--- src/rtl/hazard_stall_controller_pkg.sv ---
// Shared state encoding and counter width for the hazard/stall controller.
package hazard_stall_controller_pkg;

  localparam int unsigned CNT_W = 16;

  localparam logic [1:0] IDLE_ENC     = 2'd0;
  localparam logic [1:0] MEM_WAIT_ENC = 2'd1;
  localparam logic [1:0] MEM_DONE_ENC = 2'd2;

  typedef enum logic [1:0] {
    IDLE     = IDLE_ENC,
    MEM_WAIT = MEM_WAIT_ENC,
    MEM_DONE = MEM_DONE_ENC
  } state_t;

endpackage

--- src/rtl/hazard_stall_controller_stall_counter.sv ---
// Saturating stall-cycle counter; clear wins over increment.
module stall_counter
  import hazard_stall_controller_pkg::*;
(
  input  logic             i_clk,
  input  logic             i_rst,
  input  logic             i_en,
  input  logic             i_clr,
  output logic [CNT_W-1:0] o_cnt
);

  logic [CNT_W-1:0] r_cnt;

  always_ff @(posedge i_clk or posedge i_rst) begin
    if (i_rst) begin
      r_cnt <= '0;
    end else if (i_clr) begin
      r_cnt <= '0;
    end else if (i_en && (r_cnt != {CNT_W{1'b1}})) begin
      r_cnt <= r_cnt + 1'b1;
    end
  end

  assign o_cnt = r_cnt;

endmodule

--- src/rtl/hazard_stall_controller.sv ---
// Pipeline hazard controller: load-use stall, branch flush and multi-cycle memory freeze.
// state    | meaning
// IDLE     | no memory access outstanding
// MEM_WAIT | access started, pipeline frozen until mem_ack_i
// MEM_DONE | access complete, completed instruction advances one cycle
module hazard_stall_controller
  import hazard_stall_controller_pkg::*;
(
  input  logic             clk_i,
  input  logic             rst_i,
  input  logic             ID_EX_MemRead_i,
  input  logic [4:0]       IF_ID_RegisterRs1_i,
  input  logic [4:0]       IF_ID_RegisterRs2_i,
  input  logic [4:0]       ID_EX_RegisterRd_i,
  input  logic             branch_taken_i,
  input  logic             mem_req_i,
  input  logic             mem_ack_i,
  input  logic             clear_cnt_i,
  output logic             PCWrite_o,
  output logic             IF_ID_Write_o,
  output logic             IF_ID_Flush_o,
  output logic             ID_EX_Flush_o,
  output logic             Pipe_Stall_o,
  output logic             mem_start_o,
  output logic             busy_o,
  output logic [CNT_W-1:0] stall_cnt_o
);

  state_t r_state;
  state_t w_next_state;
  logic   w_freeze;
  logic   w_load_use;
  logic   w_rd_match;

  always_ff @(posedge clk_i or posedge rst_i) begin
    if (rst_i) begin
      r_state <= IDLE;
    end else begin
      r_state <= w_next_state;
    end
  end

  always_comb begin
    w_next_state = r_state;
    case (r_state)
      IDLE:     if (mem_req_i) w_next_state = MEM_WAIT;
      MEM_WAIT: if (mem_ack_i) w_next_state = MEM_DONE;
      MEM_DONE: w_next_state = IDLE;
      default:  w_next_state = IDLE;
    endcase
  end

  // Freeze includes the ack cycle; MEM_DONE deliberately ignores a still-held mem_req_i.
  assign w_freeze   = ((r_state == IDLE) && mem_req_i) || (r_state == MEM_WAIT);
  assign w_rd_match = (ID_EX_RegisterRd_i == IF_ID_RegisterRs1_i) ||
                      (ID_EX_RegisterRd_i == IF_ID_RegisterRs2_i);
  assign w_load_use = ID_EX_MemRead_i && (ID_EX_RegisterRd_i != 5'd0) && w_rd_match && !w_freeze;

  assign PCWrite_o     = !(w_freeze || w_load_use);
  assign IF_ID_Write_o = !(w_freeze || w_load_use);
  assign ID_EX_Flush_o = w_load_use;
  assign Pipe_Stall_o  = w_freeze;
  assign IF_ID_Flush_o = branch_taken_i && !w_freeze && !w_load_use;
  assign mem_start_o   = (r_state == IDLE) && mem_req_i;
  assign busy_o        = (r_state != IDLE);

  stall_counter u_stall_counter (
    .i_clk (clk_i),
    .i_rst (rst_i),
    .i_en  (w_freeze || w_load_use),
    .i_clr (clear_cnt_i),
    .o_cnt (stall_cnt_o)
  );

endmodule

--- config.mk ---
export PLATFORM = sky130hd
export DESIGN_NAME = hazard_stall_controller
export DESIGN_NICKNAME = d
export VERILOG_FILES = /design/src/rtl/hazard_stall_controller_pkg.sv /design/src/rtl/hazard_stall_controller_stall_counter.sv /design/src/rtl/hazard_stall_controller.sv
export SDC_FILE = /design/constraint.sdc
export NUM_CORES = 1
export LEC_CHECK = 0
export BUFFER_PORTS_ARGS = -buffer_cell sky130_fd_sc_hd__buf_2
export CORE_MARGIN = 4
export CORE_UTILIZATION = 44
export DETAILED_ROUTE_END_ITERATION = 7
export PLACE_DENSITY = 0.76
export SLEW_MARGIN = 30
export SYNTH_ARGS = -nofsm -noshare
export SYNTH_HDL_FRONTEND = slang
export SYNTH_SLANG_ARGS = --single-unit
--- constraint.sdc ---
create_clock -name clk_i -period 1.8 [get_ports clk_i]
set_input_delay 0.09 -clock clk_i [delete_from_list [all_inputs] [get_ports clk_i]]
set_output_delay 0.09 -clock clk_i [all_outputs]
set_load 0.005 [all_outputs]
==> results of run 1 <==
-- layer usage --
metal,vias up,track usage (%)
li1,650,-
met5,-,0
met2,54,34.3
met4,0,4.75
met1,633,22.3
met3,7,3.46
-- synth_stat cells --
master / number / area [sq um]
sky130_fd_sc_hd__clkbuf_1: 1 / 3.75
sky130_fd_sc_hd__buf_6: 1 / 11.3
sky130_fd_sc_hd__nand2b_1: 1 / 6.26
sky130_fd_sc_hd__buf_4: 2 / 15.0
sky130_fd_sc_hd__nor3_1: 4 / 20.0
sky130_fd_sc_hd__and4_1: 1 / 8.76
sky130_fd_sc_hd__a21oi_1: 11 / 55.1
sky130_fd_sc_hd__dfrtp_1: 18 / 450
sky130_fd_sc_hd__buf_1: 1 / 3.75
sky130_fd_sc_hd__and2_1: 1 / 6.26
sky130_fd_sc_hd__xor2_1: 1 / 8.76
sky130_fd_sc_hd__nand4_1: 6 / 37.5
sky130_fd_sc_hd__or2_2: 2 / 12.5
sky130_fd_sc_hd__o31ai_1: 5 / 37.5
sky130_fd_sc_hd__nand3_1: 5 / 25.0
sky130_fd_sc_hd__and2_2: 2 / 15.0
sky130_fd_sc_hd__o22a_1: 1 / 8.76
sky130_fd_sc_hd__nor2b_1: 3 / 18.8
sky130_fd_sc_hd__o21a_1: 1 / 7.51
sky130_fd_sc_hd__a21oi_2: 1 / 8.76
sky130_fd_sc_hd__ha_1: 1 / 12.5
sky130_fd_sc_hd__nor4_1: 2 / 12.5
sky130_fd_sc_hd__xnor2_1: 10 / 87.6
sky130_fd_sc_hd__mux2_2: 2 / 22.5
sky130_fd_sc_hd__a211oi_1: 2 / 15.0
sky130_fd_sc_hd__mux2i_1: 1 / 10.0
sky130_fd_sc_hd__nor2_1: 12 / 45.0
sky130_fd_sc_hd__inv_1: 7 / 26.3
sky130_fd_sc_hd__or4b_1: 1 / 10.0
sky130_fd_sc_hd__o22ai_1: 1 / 6.26
sky130_fd_sc_hd__nor3b_1: 1 / 7.51
sky130_fd_sc_hd__or4_1: 7 / 52.6
sky130_fd_sc_hd__nand2_1: 13 / 48.8
sky130_fd_sc_hd__or4b_2: 1 / 10.0
sky130_fd_sc_hd__o21ai_1: 1 / 5.00
sky130_fd_sc_hd__or3_1: 6 / 37.5
sky130_fd_sc_hd__o21ai_0: 5 / 25.0
-- repair_timing --
action	CTS	global route
endpoints found under the hold margin	18	1
hold buffers	1	1
resized for setup	5	17
pin swaps	1	12
setup endpoints to repair	7	17
setup buffers	0	8
-- sequential cells by signal, indices dropped and copies added (netlist names) --
signal and count:
r_state 2, u_stall_counter.o_cnt 16
-- critical path, delay by kind of cell (launching register included) --
family | cells | cell delay, ns
and+or+nand+nor | 5 | 0.99
DFF | 1 | 0.38
muxes | 1 | 0.35
-- power groups by stage --
stage          logic [uW]  clock network [uW]  registers (uW)
2_1_floorplan         139                   0             448
3_3_place_gp          260                   0             438
3_5_place_dp          271                   0             439
4_1_cts               281                 257             432
5_1_grt               322                 292             434
6_report              291                 265             431
-- metrics by stage --
stage | std cells | utilization [%] | hold WS [ns] | cell area, sq um
final | 240 | 69.6 | 0.155 | 1760
after global routing | 240 | 69.6 | 0.161 | 1760
after CTS | 231 | 64.4 | 0.0116 | 1630
after detailed placement | 226 | 61.7 | 0.255 | 1560
after global placement | 226 | 61.7 | 0.234 | 1560
after floorplan | 141 | - | 0.0286 | 1200
-- final cells by class --
class | count | area, sq um | area share, %
inverter | 7 | 26.3 | 1.50
timing repair buffer | 70 | 433 | 24.6
multi-input combinational | 111 | 771 | 43.9
sequential | 18 | 453 | 25.8
clock buffer | 4 | 36.3 | 2.07
tap | 30 | 37.5 | 2.14
-- logic make-up (layout without fill, tap and decap cells) --
kind of cell	after synthesis	count (layout)
simple gates	68	68
fa+ha+maj	1	1
xor+xnor	11	11
buf+inv	12	81
compound gates	28	28
flops	18	18
mux	3	3
-- worst paths after layout --
path / startpoint / end / cells past startpoint / slack (ns)
max: u_stall_counter.o_cnt[2] / u_stall_counter.o_cnt[13] / 6 / -0.03
min: mem_req_i / r_state[0] / 5 / 0.16
max reg2reg: u_stall_counter.o_cnt[2] / u_stall_counter.o_cnt[13] / 6 / -0.03
min reg2reg: r_state[1] / r_state[1] / 1 / 0.45
max in group asynchronous: rst_i / u_stall_counter.o_cnt[10] / 3 / 0.87
min in group asynchronous: rst_i / r_state[0] / 3 / 0.42
==> results.yml, run 1 <==
placed_design:
  routability_cong: 0.785
  dpl.hpwl_um: 2450
  dpl_worst_slack_ns: -0.0865
  numPortBuffers: 44
global_routing:
  globalRouteTotalUtil_pct: 18.8
  antenna_violations_before_repair: 0
  globalRouteOverflowTotal: 0
  global_route_wire_length_before_repair_um: 5290
  pin_count_of_the_biggest_net_entering_global_routing: 19
  first_global_vias: 1268
yosys:
  synth_top_family_by_area: "simple AND/OR/NAND/NOR gates"
  synth_xor_area_share_pct: 8.06
  synth-simple-area-share_pct: 31.3
  netlist_area_sq_um: 1190
  synth.yosys.warnings: 0
  synth.net_count: 164
  ffs_latches_synth: 18
  muxShareOfSynthArea_pct: 2.72
  post_synth_fa_ha_maj_area_fraction_pct: 1.05
  avgSynthCellArea_sq_um: 8.47
  synthDistinctLibCells: 37
  synth_seq_area_share_pct: 37.7
  syn_inst: 141
  synth_compound_area_share_pct: 14.1
sta:
  achievable-frequency_mhz: 548
  timing.slew.headroom_pct: 52.1
  period_needed_ns: 1.83
  tightestPinTransition_ns: 0.717
  grt_setup_unrepaired: "true"
  setup_viol: 2
  fin_setup_tns_ns: -0.0296
  clock_skew_ns: 0.0128
  setup_slack_ns: -0.0263
  post-route-period-util_pct: 101
  finalHoldViolCount: 0
  final_count_of_pins_violating_max_slew: 0
floorplanning:
  die_height_um: 60.1
  die_area_sq_um: 3610
  initial_utilization_pct: 47.4
  die-width_um: 60.1
  placementRows: 18
  pin_count: 45
  core_area_sq_um: 2520
drt:
  ant_nets: 0
  first_iter_violations: 52
  route.met3.wl_um: 272
  route.detailed.wl_per_inst_um: 14.6
  top_signal_layer_used: "met4"
  drt_pass1_iterations: 4
  totalWireLength_um: 3500
  routed_via_density: 5.60
  wl_met1_um: 1400
  drc: 0
  met2RoutedLength_um: 1790
  vias: 1344
power:
  p_leak_uw: 0.000811
  power_frac_clock_pct: 26.8
  power.density_nw_per_um2: 562
  cell_internal_pwr_uw: 692
  power.share.switching_pct: 29.9
  part_of_the_total_power_dissipated_in_combinational_logic_pct: 29.5
  net-switching-power_uw: 296
  power_uw: 987
  vdd_drop_max_mv: 0.487
  seq_power_share_pct: 43.7
clocking:
  cts_made_buffers: 3
  cts_sinks: 18
  cts_max_path_buffers: 2
  cts.reportedPaths.clkPinSlew_ns: 0.12
  cts_htree_levels: 1
  clk_latency_ns: 0.30
  root_buffer: "sky130_fd_sc_hd__clkbuf_4"
  tritoncts_clock_tree: "yes"
finish:
  final_layout_size_suffix_gt1_share_pct: 47.1
  layout_commonest_cell: "sky130_fd_sc_hd__buf_2"
  final.fill_count: 213
  insertedDiodeCount: 0
  nets: 234
  area_growth_syn_to_layout_pct: 47.0
  final_cell_mix: "sky130_fd_sc_hd__buf_2, sky130_fd_sc_hd__buf_4, sky130_fd_sc_hd__dfrtp_1"
worst_setup_path:
  cp_max_fo: 4
  slowest_delay_ns: 0.38
  setup.worst_path.end_class: "flip-flop"
  crit_path_top_delay_cell: "sky130_fd_sc_hd__dfrtp_1"
  timing.critical_path.arrival_ns: 2.02
  crit_chain: "and2_4 -> and4_4 -> nand2_2 -> or3_1 -> nor3_2 -> mux2_2"
  criticalPathCategory: "flip-flop to flip-flop"
  critical_path.startpoint_type: "flip-flop"
  worst_ep_required_time_ns: 1.99
run_status:
  run_status: "finished with violations"
  violations: "negative setup slack"
job:
  maxcap_violations: 0
hold_path:
  hold_path.class: "input port to flip-flop"
Power figures use the tool's default switching activity.
==> run 2, diff against run 1 <==
- CAP_MARGIN: unset -> 20
- SETUP_SLACK_MARGIN: unset -> 0.15
==> results.yml, run 2 (synthesis results as in run 1) <==
global_routing:
  pin_count_of_the_biggest_net_entering_global_routing: 19
  globalRouteTotalUtil_pct: 21.6
  first_global_vias: 1394
  antenna_violations_before_repair: 0
  globalRouteOverflowTotal: 0
  global_route_wire_length_before_repair_um: 5970
hold_path:
  hp-start: "mem_req_i"
  hold_path_depth: 5
  hold_path.class: "input port to flip-flop"
  hold-path-endpoint: "r_state[0]"
finish:
  stdcell_count: 244
  final_core_util_pct: 71.4
  insertedDiodeCount: 0
  fin_area_sq_um: 1800
  max_reg_flops: 16
  layout_commonest_cell: "sky130_fd_sc_hd__buf_2"
  final_layout_size_suffix_gt1_share_pct: 47.7
  area_growth_syn_to_layout_pct: 50.8
  final_cell_mix: "sky130_fd_sc_hd__buf_2, sky130_fd_sc_hd__buf_4, sky130_fd_sc_hd__dfrtp_1"
  final.fill_count: 205
  nets: 238
placed_design:
  routability_cong: 0.779
  place.detailed.instances: 224
  dpl_worst_slack_ns: -0.182
  numPortBuffers: 44
  dpl.hpwl_um: 2430
  placed_cell_area_sq_um: 1560
worst_setup_path:
  critical_path.n_buffers_inverters: 1
  critical-path-top-cell-by-count: "sky130_fd_sc_hd__a21oi_2"
  reg2reg_setup_slack_ns: 0.009
  critical_path.startpoint_type: "flip-flop"
  slowest_delay_ns: 0.48
  worst_ep_required_time_ns: 2.04
  crit_path_max_delay_family: "simple AND/OR/NAND/NOR gates"
  cp_max_fo: 16
  r2r_cells: 8
  crit_path_top_delay_cell: "sky130_fd_sc_hd__or4_1"
  setup.worst_path.end_class: "flip-flop"
  criticalPathCategory: "flip-flop to flip-flop"
  crit_chain: "ha_2 -> nand3_2 -> nor4_2 -> nor2_1 -> a21oi_2 -> buf_6 -> or4_1 -> a21oi_2"
  timing.rr.end: "u_stall_counter.o_cnt[9]"
  timing.critical_path.arrival_ns: 2.03
  worst_r2r_startpoint: "u_stall_counter.o_cnt[0]"
job:
  maxcap_violations: 0
floorplanning:
  die-width_um: 60.1
  die_area_sq_um: 3610
  placementRows: 18
  core_area_sq_um: 2520
  die_height_um: 60.1
  pin_count: 45
  initial_utilization_pct: 47.4
sta:
  clock_skew_ns: 0.00484
  hold_slack_final_ns: 0.177
  final_count_of_pins_violating_max_slew: 0
  achievable-frequency_mhz: 558
  setup_viol: 0
  tightestPinTransition_ns: 0.706
  finalHoldViolCount: 0
  grt_setup_unrepaired: "true"
  post-route-period-util_pct: 99.5
  timing.slew.headroom_pct: 52.9
  period_needed_ns: 1.79
  setup_slack_ns: 0.00859
drt:
  drt_pass1_iterations: 4
  route.detailed.wl_per_inst_um: 14.8
  drc: 0
  first_iter_violations: 54
  vias: 1383
  ant_nets: 0
  totalWireLength_um: 3610
  routed_via_density: 5.67
clocking:
  cts.reportedPaths.clkPinSlew_ns: 0.11
  tritoncts_clock_tree: "yes"
  cts_max_path_buffers: 2
  clk_latency_ns: 0.31
  cts_made_buffers: 3
  cts_sinks: 18
  root_buffer: "sky130_fd_sc_hd__clkbuf_4"
  cts_htree_levels: 1
power:
  vdd_drop_max_mv: 0.469
  power.density_nw_per_um2: 564
  p_leak_uw: 0.000835
run_status:
  run_status: "completed"
[run 2: cell types whose count changed in the layout (fill, tap and decap cells not counted), sizes merged]
| cell | change |
|---|---|
| buf | +3 |
| o21a | +1 |
[run 2: where the power goes]
part           leakage [uW]  total [uW]  switching (uW)  internal (uW)
registers          0.000248         432            10.8            421
clock network     0.0000210         264             140            124
logic              0.000566         321             156            165
[run 2: final cells by class]
| cell class | instances | area (sq um) | share of cell area (%) |
|---|---|---|---|
| multi-input cells | 112 | 790 | 43.8 |
| repair buffers | 73 | 462 | 25.6 |
| flip-flops and latches | 18 | 450 | 25.0 |
| well taps | 30 | 37.5 | 2.08 |
| clock buffers | 4 | 36.3 | 2.01 |
| inverters | 7 | 26.3 | 1.46 |
[run 2: how the worst max path moves through the flow]
stage               depth (start not counted)                        end                startpoint  slack, ns
detailed placement                          7  u_stall_counter.o_cnt[15]     ID_EX_RegisterRd_i[0]      -0.18
finish                                      8   u_stall_counter.o_cnt[9]  u_stall_counter.o_cnt[0]      0.009
global route                                6  u_stall_counter.o_cnt[13]  u_stall_counter.o_cnt[1]      -0.08
global placement                            7  u_stall_counter.o_cnt[15]     ID_EX_RegisterRd_i[0]      -0.06
floorplan                                   6  u_stall_counter.o_cnt[13]  u_stall_counter.o_cnt[2]       0.06
CTS                                         8   u_stall_counter.o_cnt[9]  u_stall_counter.o_cnt[0]       0.04
[run 2: timing repair]
action                                  CTS  global route
buffers inserted                          9             3
hold buffers                              2             0
pin swaps                                 7             3
endpoints found under the setup margin   19            18
gates resized for setup                  10            13
endpoints found under the hold margin    19             0
gates cloned                              2             0
[run 2: stage by stage]
stage | power, uW | setup TNS (ns)
2_1_floorplan | 592 | 0
3_3_place_gp | 690 | -0.132
3_5_place_dp | 699 | -0.604
4_1_cts | 996 | 0
5_1_grt | 1080 | -0.337
6_report | 1020 | 0
[run 2: tightest hold or removal path, delay by kind of cell]
family                 cells  cell delay [ns]
buffers and inverters      2             0.16
AND/OR/NAND/NOR            3             0.21
[run 2: layer usage]
metal	part of all wire (%)	up-vias	GRT usage (%)
met5	0	-	0
met4	1.7	0	10.1
li1	-	661	-
met3	8.9	6	2.81
met2	51	64	38.3
met1	39	652	25.5
==> run 3, diff against run 2 <==
- CORE_UTILIZATION: 44 -> 52
- PLACE_DENSITY: 0.76 -> 0.84
- clock period: 1.8 -> 2.1 ns (I/O delays scaled with it)
==> results.yml, run 3 (synthesis results as in run 1) <==
floorplanning:
  die-width_um: 55.9
  initial_utilization_pct: 54.5
  placementRows: 17
  die_height_um: 55.9
  core_area_sq_um: 2190
  die_area_sq_um: 3130
  pin_count: 45
power:
  seq_power_share_pct: 46.0
  power.share.switching_pct: 29.7
  net-switching-power_uw: 239
  part_of_the_total_power_dissipated_in_combinational_logic_pct: 26.4
  power_frac_clock_pct: 27.6
  power.density_nw_per_um2: 522
  p_leak_uw: 0.000688
  vdd_drop_max_mv: 0.467
  cell_internal_pwr_uw: 566
finish:
  final.fill_count: 180
  multiInputGateArea_sq_um: 699
  final_core_util_pct: 70.4
  nets: 217
  final_cell_mix: "sky130_fd_sc_hd__buf_2, sky130_fd_sc_hd__dfrtp_1, sky130_fd_sc_hd__nand2_1"
  insertedDiodeCount: 0
  area_growth_syn_to_layout_pct: 29.1
  seq_area_sq_um: 452
  max_reg_flops: 16
  final_layout_size_suffix_gt1_share_pct: 35.8
  layout_commonest_cell: "sky130_fd_sc_hd__buf_2"
drt:
  drt_pass1_iterations: 4
  totalWireLength_um: 3020
  vias: 1280
  ant_nets: 0
  drc: 0
  routed_via_density: 5.79
  route.detailed.wl_per_inst_um: 13.7
  first_iter_violations: 68
worst_setup_path:
  criticalPathCategory: "flip-flop to flip-flop"
  worst_setup_path_startpoint: "r_state[1]"
  timing.critical_path.arrival_ns: 2.09
  worst_r2r_startpoint: "r_state[1]"
  setup.worst_path.end_class: "flip-flop"
  worst_ep_required_time_ns: 2.31
  critical_path.startpoint_type: "flip-flop"
  cp_max_fo: 15
placed_design:
  routability_cong: 0.884
  numPortBuffers: 44
  dpl_worst_slack_ns: 0.0203
  dpl.hpwl_um: 2210
global_routing:
  first_global_vias: 1150
  pin_count_of_the_biggest_net_entering_global_routing: 19
  global_route_wire_length_before_repair_um: 4990
  antenna_violations_before_repair: 0
  globalRouteTotalUtil_pct: 19.4
  globalRouteOverflowTotal: 0
sta:
  grt_setup_unrepaired: "false"
  fin_setup_tns_ns: 0
  final_count_of_pins_violating_max_slew: 0
  setup_viol: 0
  period_needed_ns: 1.88
  clock_skew_ns: 0.000505
  setup_slack_ns: 0.219
  post-route-period-util_pct: 89.6
  tightestPinTransition_ns: 0.672
  finalHoldViolCount: 0
  achievable-frequency_mhz: 532
  timing.slew.headroom_pct: 55.2
hold_path:
  hold_path.class: "input port to flip-flop"
  hp-start: "mem_ack_i"
clocking:
  cts_htree_levels: 1
  cts_made_buffers: 3
  clk_latency_ns: 0.30
  tritoncts_clock_tree: "yes"
  cts_max_path_buffers: 2
  cts_sinks: 18
  cts.reportedPaths.clkPinSlew_ns: 0.11
  root_buffer: "sky130_fd_sc_hd__clkbuf_4"
job:
  maxcap_violations: 0
run_status:
  run_status: "completed"
## run 3: power by group through the flow
| stage | Sequential, uW | Clock (uW) | Combinational (uW) |
|---|---|---|---|
| floorplan | 384 | 0 | 119 |
| global route | 373 | 241 | 238 |
| CTS | 373 | 222 | 198 |
| finish | 370 | 222 | 212 |
| global placement | 380 | 0 | 185 |
| detailed placement | 381 | 0 | 193 |
## run 3: path summary, 6_finish.rpt
check,end,slack [ns],cells past startpoint
worst max-delay path,u_stall_counter.o_cnt[15],0.22,4
worst min-delay path,r_state[1],0.02,3
worst max register to register,u_stall_counter.o_cnt[15],0.22,4
worst min register to register,r_state[1],0.44,1
min in group asynchronous,u_stall_counter.o_cnt[9],0.43,3
max in group asynchronous,u_stall_counter.o_cnt[1],1.21,3
## run 3: worst max-delay path, stage by stage, from the launching register on
cell and delay (ns):
sky130_fd_sc_hd__dfrtp_1 0.40, sky130_fd_sc_hd__or2_2 0.34, sky130_fd_sc_hd__o21a_2 0.22, sky130_fd_sc_hd__or4_1 0.54
sky130_fd_sc_hd__a211oi_1 0.28
## run 3: layer usage
| layer | vias up | wire [um] | global-route usage, % |
|---|---|---|---|
| met4 | 0 | 69 | 7.80 |
| met2 | 63 | 1450 | 32.8 |
| met5 | - | 0 | 0 |
| li1 | 618 | - | - |
| met1 | 590 | 1240 | 23.8 |
| met3 | 9 | 263 | 4.41 |
## run 3: what timing repair did
action,4_1_cts,5_1_grt
endpoints found under the setup margin,2,16
hold buffers,1,0
setup buffers,1,2
pin swaps,0,1
cloned,0,0
resized for setup,1,5
hold endpoints to repair,18,0
## run 3: through the flow
stage	hold slack [ns]	total power [uW]	instance area (sq um)	std cells
2_1_floorplan	0.0436	503	1190	141
3_3_place_gp	0.231	565	1450	213
3_5_place_dp	0.238	574	1450	213
4_1_cts	0.0189	793	1510	219
5_1_grt	0.0388	852	1540	221
6_report	0.0174	805	1540	221
## run 3: final cells by class
type	instances	share of cell area [%]
Tap cell	28	2.27
Sequential cell	18	29.3
Timing Repair Buffer	53	19.1
Inverter	7	1.70
Clock buffer	4	2.35
Multi-Input combinational cell	111	45.3
